[src/rtl/strait_pkg.sv]
// Types and default widths shared by the BIST controller, the response analyzer and its fail log.
package strait_pkg;
  typedef enum logic [1:0] {
    IDLE  = 2'd0,
    RUN   = 2'd1,
    FLUSH = 2'd2,
    DONE  = 2'd3
  } state_e;

  localparam int unsigned ADDR_W_DEF    = 4;
  localparam int unsigned DATA_W_DEF    = 8;
  localparam int unsigned LOG_DEPTH_DEF = 4;
  localparam int unsigned CNT_W_DEF     = 8;
endpackage

[src/rtl/strait_fail_fifo.sv]
// First-word-fall-through fail log; a pop frees a slot in the same cycle, so a push into a full FIFO alongside a pop is accepted.
// Zero-latency head read; pushes into a full FIFO without a pop are refused (caller flags overflow).
module strait_fail_fifo #(
  parameter int unsigned W     = 12,
  parameter int unsigned DEPTH = 4
) (
  input  logic         clk,
  input  logic         reset,
  input  logic         clr,
  input  logic         push,
  input  logic [W-1:0] push_dat,
  input  logic         pop,
  output logic         full,
  output logic         empty,
  output logic [W-1:0] head_dat
);
  localparam int unsigned PW = $clog2(DEPTH);

  logic [PW-1:0] wr_q, wr_d, rd_q, rd_d;
  logic [PW:0]   occ_q, occ_d;
  logic [W-1:0]  mem_q [DEPTH];
  logic          push_ok, pop_ok;

  assign empty    = (occ_q == '0);
  assign full     = (occ_q == (PW+1)'(DEPTH));
  assign pop_ok   = pop && !empty;
  assign push_ok  = push && (!full || pop);
  assign head_dat = mem_q[rd_q];

  always_comb begin
    wr_d  = wr_q;
    rd_d  = rd_q;
    occ_d = occ_q;
    if (clr) begin
      wr_d  = '0;
      rd_d  = '0;
      occ_d = '0;
    end else begin
      if (push_ok) wr_d = wr_q + PW'(1);
      if (pop_ok)  rd_d = rd_q + PW'(1);
      occ_d = occ_q + (PW+1)'(push_ok) - (PW+1)'(pop_ok);
    end
  end

  always_ff @(posedge clk or negedge reset) begin
    if (!reset) begin
      wr_q  <= '0;
      rd_q  <= '0;
      occ_q <= '0;
    end else begin
      wr_q  <= wr_d;
      rd_q  <= rd_d;
      occ_q <= occ_d;
    end
  end

  // Storage needs no reset: nothing is visible until occupancy says so.
  always_ff @(posedge clk) begin
    if (push_ok && !clr) mem_q[wr_q] <= push_dat;
  end
endmodule

[src/rtl/strait_response_analyzer.sv]
// Compares BIST reads, counts mismatches, logs failing address/syndrome; done after end-of-test drains.
// Two-stage: sample registered in S1, results update one edge later; log_pop drains the fail log.
module strait_response_analyzer
  import strait_pkg::*;
#(
  parameter int unsigned ADDR_W    = ADDR_W_DEF,
  parameter int unsigned DATA_W    = DATA_W_DEF,
  parameter int unsigned LOG_DEPTH = LOG_DEPTH_DEF,
  parameter int unsigned CNT_W     = CNT_W_DEF
) (
  input  logic              clk,
  input  logic              reset,
  input  logic              start,
  input  logic              cmp_valid,
  input  logic [ADDR_W-1:0] cmp_addr,
  input  logic [DATA_W-1:0] cmp_exp,
  input  logic [DATA_W-1:0] cmp_act,
  input  logic              test_end,
  output logic              fail_flag,
  output logic [CNT_W-1:0]  fail_count,
  output logic              log_valid,
  output logic [ADDR_W-1:0] log_addr,
  output logic [DATA_W-1:0] log_syn,
  input  logic              log_pop,
  output logic              overflow,
  output logic              done
);
  state_e              state_q;
  logic                done_q;
  logic                s1_vld_q, s1_vld_d;
  logic [ADDR_W-1:0]   s1_addr_q, s1_addr_d;
  logic [DATA_W-1:0]   s1_syn_q, s1_syn_d;
  logic [CNT_W-1:0]    fail_count_q, fail_count_d;
  logic                fail_flag_q, fail_flag_d;
  logic                overflow_q, overflow_d;
  logic                mis, fifo_full, fifo_empty;
  logic [ADDR_W+DATA_W-1:0] head;

  // start discards both the incoming sample and whatever S1 holds.
  assign mis = s1_vld_q && (s1_syn_q != '0) && !start;

  always_comb begin
    s1_vld_d     = cmp_valid && (state_q == RUN) && !start;
    s1_addr_d    = start ? '0 : cmp_addr;
    s1_syn_d     = start ? '0 : (cmp_exp ^ cmp_act);
    fail_count_d = fail_count_q;
    fail_flag_d  = fail_flag_q;
    overflow_d   = overflow_q;
    if (start) begin
      fail_count_d = '0;
      fail_flag_d  = 1'b0;
      overflow_d   = 1'b0;
    end else if (mis) begin
      if (fail_count_q != '1) fail_count_d = fail_count_q + CNT_W'(1);
      fail_flag_d = 1'b1;
      if (fifo_full && !log_pop) overflow_d = 1'b1;
    end
  end

  always_ff @(posedge clk or negedge reset) begin
    if (!reset) begin
      s1_vld_q     <= 1'b0;
      s1_addr_q    <= '0;
      s1_syn_q     <= '0;
      fail_count_q <= '0;
      fail_flag_q  <= 1'b0;
      overflow_q   <= 1'b0;
    end else begin
      s1_vld_q     <= s1_vld_d;
      s1_addr_q    <= s1_addr_d;
      s1_syn_q     <= s1_syn_d;
      fail_count_q <= fail_count_d;
      fail_flag_q  <= fail_flag_d;
      overflow_q   <= overflow_d;
    end
  end

  always_ff @(posedge clk or negedge reset) begin
    if (!reset) begin
      state_q <= IDLE;
      done_q  <= 1'b0;
    end else if (start) begin
      state_q <= RUN;
      done_q  <= 1'b0;
    end else begin
      case (state_q)
        RUN:     if (test_end) state_q <= FLUSH;
        FLUSH: begin
          state_q <= DONE;
          done_q  <= 1'b1;
        end
        default: state_q <= state_q;
      endcase
    end
  end

  strait_fail_fifo #(
    .W     (ADDR_W + DATA_W),
    .DEPTH (LOG_DEPTH)
  ) u_fifo (
    .clk      (clk),
    .reset    (reset),
    .clr      (start),
    .push     (mis),
    .push_dat ({s1_addr_q, s1_syn_q}),
    .pop      (log_pop),
    .full     (fifo_full),
    .empty    (fifo_empty),
    .head_dat (head)
  );

  assign fail_flag  = fail_flag_q;
  assign fail_count = fail_count_q;
  assign overflow   = overflow_q;
  assign done       = done_q;
  assign log_valid  = !fifo_empty;
  assign log_addr   = fifo_empty ? '0 : head[DATA_W +: ADDR_W];
  assign log_syn    = fifo_empty ? '0 : head[DATA_W-1:0];
endmodule

[config.mk]
export PLATFORM = sky130hd
export DESIGN_NAME = strait_response_analyzer
export DESIGN_NICKNAME = d
export VERILOG_FILES = /design/src/rtl/strait_pkg.sv /design/src/rtl/strait_fail_fifo.sv /design/src/rtl/strait_response_analyzer.sv
export SDC_FILE = /design/constraint.sdc
export NUM_CORES = 1
export LEC_CHECK = 0
export BUFFER_PORTS_ARGS = -buffer_cell sky130_fd_sc_hd__buf_2
export CAP_MARGIN = 0
export CELL_PAD_IN_SITES_DETAIL_PLACEMENT = 1
export CELL_PAD_IN_SITES_GLOBAL_PLACEMENT = 1
export CORE_MARGIN = 3
export CORE_UTILIZATION = 47
export DETAILED_ROUTE_END_ITERATION = 8
export PLACE_DENSITY_LB_ADDON = 0.1
export REMOVE_ABC_BUFFERS = 1
export SLEW_MARGIN = 20
export SYNTH_ARGS = -nofsm -noshare
export SYNTH_HDL_FRONTEND = slang
export SYNTH_SLANG_ARGS = --single-unit
export TNS_END_PERCENT = 100
[constraint.sdc]
create_clock -name clk -period 2.59 [get_ports clk]
set_input_delay 0.259 -clock clk [delete_from_list [all_inputs] [get_ports clk]]
set_output_delay 0.259 -clock clk [all_outputs]
set_load 0.02 [all_outputs]
==> After elaboration in Yosys (flattened, before gate mapping) <==
Memory sizes are Yosys's and may differ from the RTL's.
Cells that the tools add are included.
{ "totals": {"ramBits": 48, "word_cells": 72, "n_memories": 1, "ff_bits": 33, "inputBits": 26, "latch_bits": 0, "output_inout_bits": 24, "romBits": 0} }
{ "memory_table": {"columns": ["memory", "words", "width", "rd", "rd_ports_with_merged_regs", "write_ports", "line", "source"], "rows": [
  ["u_fifo.mem_q", 4, 12, 1, 0, 1, "strait_fail_fifo.sv:21", "logic [W-1:0] mem_q [DEPTH];"]
]} }
{ "op_classes": {"n_mul": 0, "n_eq_ne": 5, "bitwise": 1, "n_addsub": 5, "muxes": 24, "shifts": 0, "reduce_logical": 25, "n_lt_le_gt_ge": 0, "n_div": 0} }
{ "ops": {"columns": ["operator", "n"], "rows": [
  ["$mux 8", 5],
  ["$mux 2", 6],
  ["$reduce_bool 2->1", 6],
  ["$mux 1", 9],
  ["$add 8x1->8 const B", 1],
  ["$logic_and 1x1->1", 8],
  ["$mux 4", 2],
  ["$ne 8x8->1 const B", 1],
  ["$reduce_bool 8->1", 1],
  ["$xor 8x8->8", 1],
  ["$reduce_and 2->1", 3],
  ["$add 2x1->2 const B", 2],
  ["$logic_not 1->1", 4],
  ["$pmux 2 s2", 1],
  ["$add 3x1->3", 1],
  ["$eq 3x3->1 const B", 1],
  ["$logic_not 3->1", 1],
  ["$mux 3", 1],
  ["$ne 3x3->1 const B", 1],
  ["$reduce_bool 3->1", 1],
  ["$sub 3x1->3", 1],
  ["$eq 2x1->1 const B", 1],
  ["$eq 2x2->1 const B", 1],
  ["$logic_or 1x1->1", 1]
]} }

==> Longest topological paths before layout <==
{ "depth": {"depth_word": 7, "depth_mapped": 9, "mapped_depth_nobuf": 9} }

==> By module <==
A second synthesis with hierarchy kept.
{ "unflattened": {"hier_cells": 230, "area_unflattened_um2": 3488.3} }
{ "modules_own_cells": {"columns": ["mod", "instances", "cells_per_inst", "area_per_inst_um2", "seq_area_each_um2"], "rows": [
  ["strait_fail_fifo", 1, 111, 2270.9, 1616.6],
  ["strait_response_analyzer", 1, 119, 1217.4, 650.6]
]} }

==> Worst setup path before layout <==
OpenSTA, ideal clock, no wires.
{ "synth_timing": {"kind": "register -> register", "from": "register u_fifo.occ_q[1]", "to": "register u_fifo.occ_q[2]", "arrival_time_ns": 2.044, "period_less_slack_ns": 2.176, "path_stages_with_launch": 10, "setup_time_ns": 0.132, "required_time_ns": 2.458, "slack_ns": 0.414, "n_path_buf": 0, "path_cell_list": "dfrtp_1 -> or3_1 -> and2_1 -> ha_1 -> inv_1 -> ha_1 -> inv_1 -> fa_1 -> xnor2_1 -> nor2_1"} }
{ "synth_via": {"elab_chain_len": 7, "elab_cells_between_ends": 10, "classes_between": "add/sub (2); eq/ne (1); mux (1); reduce/logical (6)"} }
{ "synth_rtl": {"columns": ["element", "line", "source"], "rows": [
  ["start, declared", "strait_fail_fifo.sv:20", "logic [PW:0] occ_q, occ_d;"],
  ["start signal, assigned", "strait_fail_fifo.sv:49", "occ_q <= '0;"],
  ["start signal, assigned", "strait_fail_fifo.sv:53", "occ_q <= occ_d;"],
  ["$eq 3x3->1", "strait_fail_fifo.sv:25", "assign full = (occ_q == (PW+1)'(DEPTH));"],
  ["$logic_not 1->1", "strait_fail_fifo.sv:27", "assign push_ok = push && (!full || pop);"],
  ["$logic_or 1x1->1", "strait_fail_fifo.sv:27", null],
  ["$logic_and 1x1->1", "strait_fail_fifo.sv:27", null],
  ["$add 3x1->3", "strait_fail_fifo.sv:41", "occ_d = occ_q + (PW+1)'(push_ok) - (PW+1)'(pop_ok);"],
  ["$sub 3x1->3 *", "strait_fail_fifo.sv:41", null],
  ["$mux 3 *", "strait_fail_fifo.sv:34", "if (clr) begin"],
  ["net u_fifo.occ_d[2]", "strait_fail_fifo.sv:20", null]
]} }
Mark *: on every way through the listed nets, which the timed path passes. The rest lies on a longest branch.
A chain may end at the register's enable or synchronous reset.

==> Worst setup path in the final report <==
Ends and elaborated chain as after synthesis.

==> flow_summary.toml <==
[sta]
skew_ps = 7.69
fin_hold_ws_ps = 109
finalCritPeriodShare_pct = 86.3
fin_crit_ps = 2240
slew_violations = 0
hold_violations = 0
fin_tns_setup_ps = 0
setup_viol = 0
max_freq_mhz = 447
rsz0062_at_grt = "false"
relSlewSlack_pct = 50.6
worst_pin_slew_ps = 741

[worst_setup_path]
worstRegToRegCells = 9
cp-end-kind = "flop"
cp.arrival_ps = 2450
r2r-end = "u_fifo.occ_q[2]$_DFF_PN0_"
required_ps = 2810
critical_path_class = "flop to flop"
worst-r2r-setup-slack_ps = 350
startpoint_type = "flop"
r2r-start = "u_fifo.occ_q[1]$_DFF_PN0_"
critPathMaxFanout = 4

[drt]
wl_per_cell_um = 16.4
first_pass_iters = 4
avgViaCountPerCell = 5.06
final_antenna_net_count = 0
via_count = 1912
drc = 0
drt_iter0_drc = 85
totalWireLength_um = 6190

[pwr]
leakage_nw = 1.62
powerDensity_mw_per_mm2 = 822
worst_ir_drop_vdd_v = 0.000272

[synthesis]
synthArstFlopShare_pct = 40.7
synth_top_family_by_area = "simple AND/OR/NAND/NOR gates"
synthSimpleGateAreaFrac_pct = 11.1
yosysSeqAreaShare_pct = 66.9
synth_top_flop_cell = "edfxtp_1"
synth_compound_area_share_pct = 3.91
yosys.area.top_type = "edfxtp_1"
synth_cells = 222
yosys.cell_types.count = 37
syn_area_per_cell_um2 = 15.3
netlist_area_mm2 = 0.00339
synth_edf_count = 48
synth-warning-count = 0
yosys_register_bits = 81
synthTopCellsByArea = "edfxtp_1, dfrtp_1, mux4_2"
ys_top_cells_by_count = "edfxtp_1, dfrtp_1, nor2_1, and2_1, mux4_2"
synth_xor_area_share_pct = 3.36
synth_top_area_share_pct = 42.5
synthAdderAreaFrac_pct = 3.17
muxShareOfSynthArea_pct = 9.23
yosysMostFrequentCell = "edfxtp_1"

[min_path]
hp-class = "input pin to flop"
min_to = "state_q[0]$_DFFE_PN0P_"
hold_path_startpoint = "test_end"
hold_depth = 2

[job]
cap_violations = 0

[global_route]
grt_overflow = 0
antenna_found_initial = 0
grt_usage_pct = 16.4
grt_max_degree = 35
first_global_vias = 2106
grt_first_pass_wirelength_um = 10500

[outcome]
status = "completed"

[clock_tree]
insertion_delay_ps = 340
cts_buffers = 9
cts_setup_buffers = 0
root_buffer = "clkbuf_8"
max-clock-path-buffers = 2
path_clk_slew_ps = 80
cts_resized = 0
ctsHoldBuffers = 1
clock_sinks = 81
ctsHtreeMaxLevel = 3
cts_tree = "built"

[floorplanning]
initial_utilization_pct = 49.1
rows = 30
die_y_um = 90.9
core_mm2 = 0.00691
io_pins = 50
dieArea_mm2 = 0.00827
fp.dieW_um = 90.9

[layout]
drive_gt1_share_pct = 30.1
finalNetCount = 311
syn_to_final_growth_pct = 16.9
diodes = 0

[place]
place.gp.congestion = 0.667
port_buffers = 49
dp_hpwl_um = 4350
## kinds of logic after synthesis
family,count (synthesis)
simple gates,68
buf+inv,18
fa+ha+maj,8
compound gates,18
mux,16
flops,81
xor+xnor,13
## layout by cell type (no fill, tap or decap), types with 2 or more instances in the layout
cell type and instances:
nor2b_1 7, buf_4 4, o31ai_1 3, and3_1 2, xnor2_1 11, or4_4 2
xor2_1 2, mux4_2 12, ha_1 7, nor4_1 2, mux2i_1 2, inv_1 8
mux2_1 2, and2_1 18, clkbuf_8 10, o21ai_0 2, nor2_1 23, a21oi_1 7
nand3_1 3, edfxtp_1 48, or4_1 2, clkbuf_1 2, nand2_1 2, buf_2 49
or3_1 3, dfrtp_1 33
## worst max-delay path, stage by stage, from the launching register on
cell and delay (ps):
dfrtp_1 430, or3_1 380, and2_1 190, ha_1 270, inv_1 60, ha_1 150
inv_1 50, fa_1 370, xnor2_1 170, nor2_1 50
## routing by layer
metal	track usage, %	vias up	share of wire (%)
met5	0	-	0
met4	5.28	0	0.87
met2	26.7	37	51
met1	21.8	966	44
met3	4.08	5	3.9
li1	-	904	-
## metrics by stage
step	setup slack [ps]	instances	utilization, %	power (W)	area [um2]
floorplan	225	212	-	0.00204	3340
global placement	403	361	54.1	0.00231	3740
detailed placement	357	361	54.1	0.00233	3740
CTS	326	378	57.4	0.00331	3960
global route	159	378	57.4	0.00345	3960
finish	354	378	57.4	0.00326	3960
## where the power goes
part           switching, W  total [W]  internal (W)
combinational      0.000430   0.000800      0.000370
clock              0.000435   0.000968      0.000533
sequential        0.0000589    0.00149       0.00143
total              0.000924    0.00326       0.00233
## worst max path at each step
stage / slack [ps] / end / startpoint / cells after the start
6_report: 350 / u_fifo.occ_q[2]$_DFF_PN0_ / u_fifo.occ_q[1]$_DFF_PN0_ / 9
5_1_grt: 160 / u_fifo.occ_q[2]$_DFF_PN0_ / u_fifo.occ_q[1]$_DFF_PN0_ / 9
3_5_place_dp: 360 / u_fifo.occ_q[1]$_DFF_PN0_ / s1_syn_q[4]$_DFF_PN0_ / 7
4_1_cts: 330 / u_fifo.occ_q[2]$_DFF_PN0_ / u_fifo.occ_q[1]$_DFF_PN0_ / 9
3_3_place_gp: 400 / u_fifo.occ_q[1]$_DFF_PN0_ / s1_syn_q[5]$_DFF_PN0_ / 7
2_1_floorplan: 220 / u_fifo.occ_q[2]$_DFF_PN0_ / u_fifo.occ_q[1]$_DFF_PN0_ / 9
## state kept, by name, indices dropped and copies added, names as in the netlist
register	flops
state_q	2
fail_flag	1
u_fifo.occ_q	3
s1_addr_q	4
u_fifo.rd_q	2
fail_count	8
done	1
u_fifo.mem_q	48
overflow	1
u_fifo.wr_q	2
s1_vld_q	1
s1_syn_q	8
## area by class of cell
| class | instances | area [um2] |
|---|---|---|
| fillers | 718 | 2940 |
| flip-flops and latches | 81 | 2270 |
| multi-input cells | 123 | 1040 |
| repair buffers | 54 | 285 |
| clock buffers | 13 | 170 |
| well taps | 96 | 120 |
| clock inverters | 3 | 46.3 |
| inverters | 8 | 30.0 |
(Power assumes the default switching activity.)
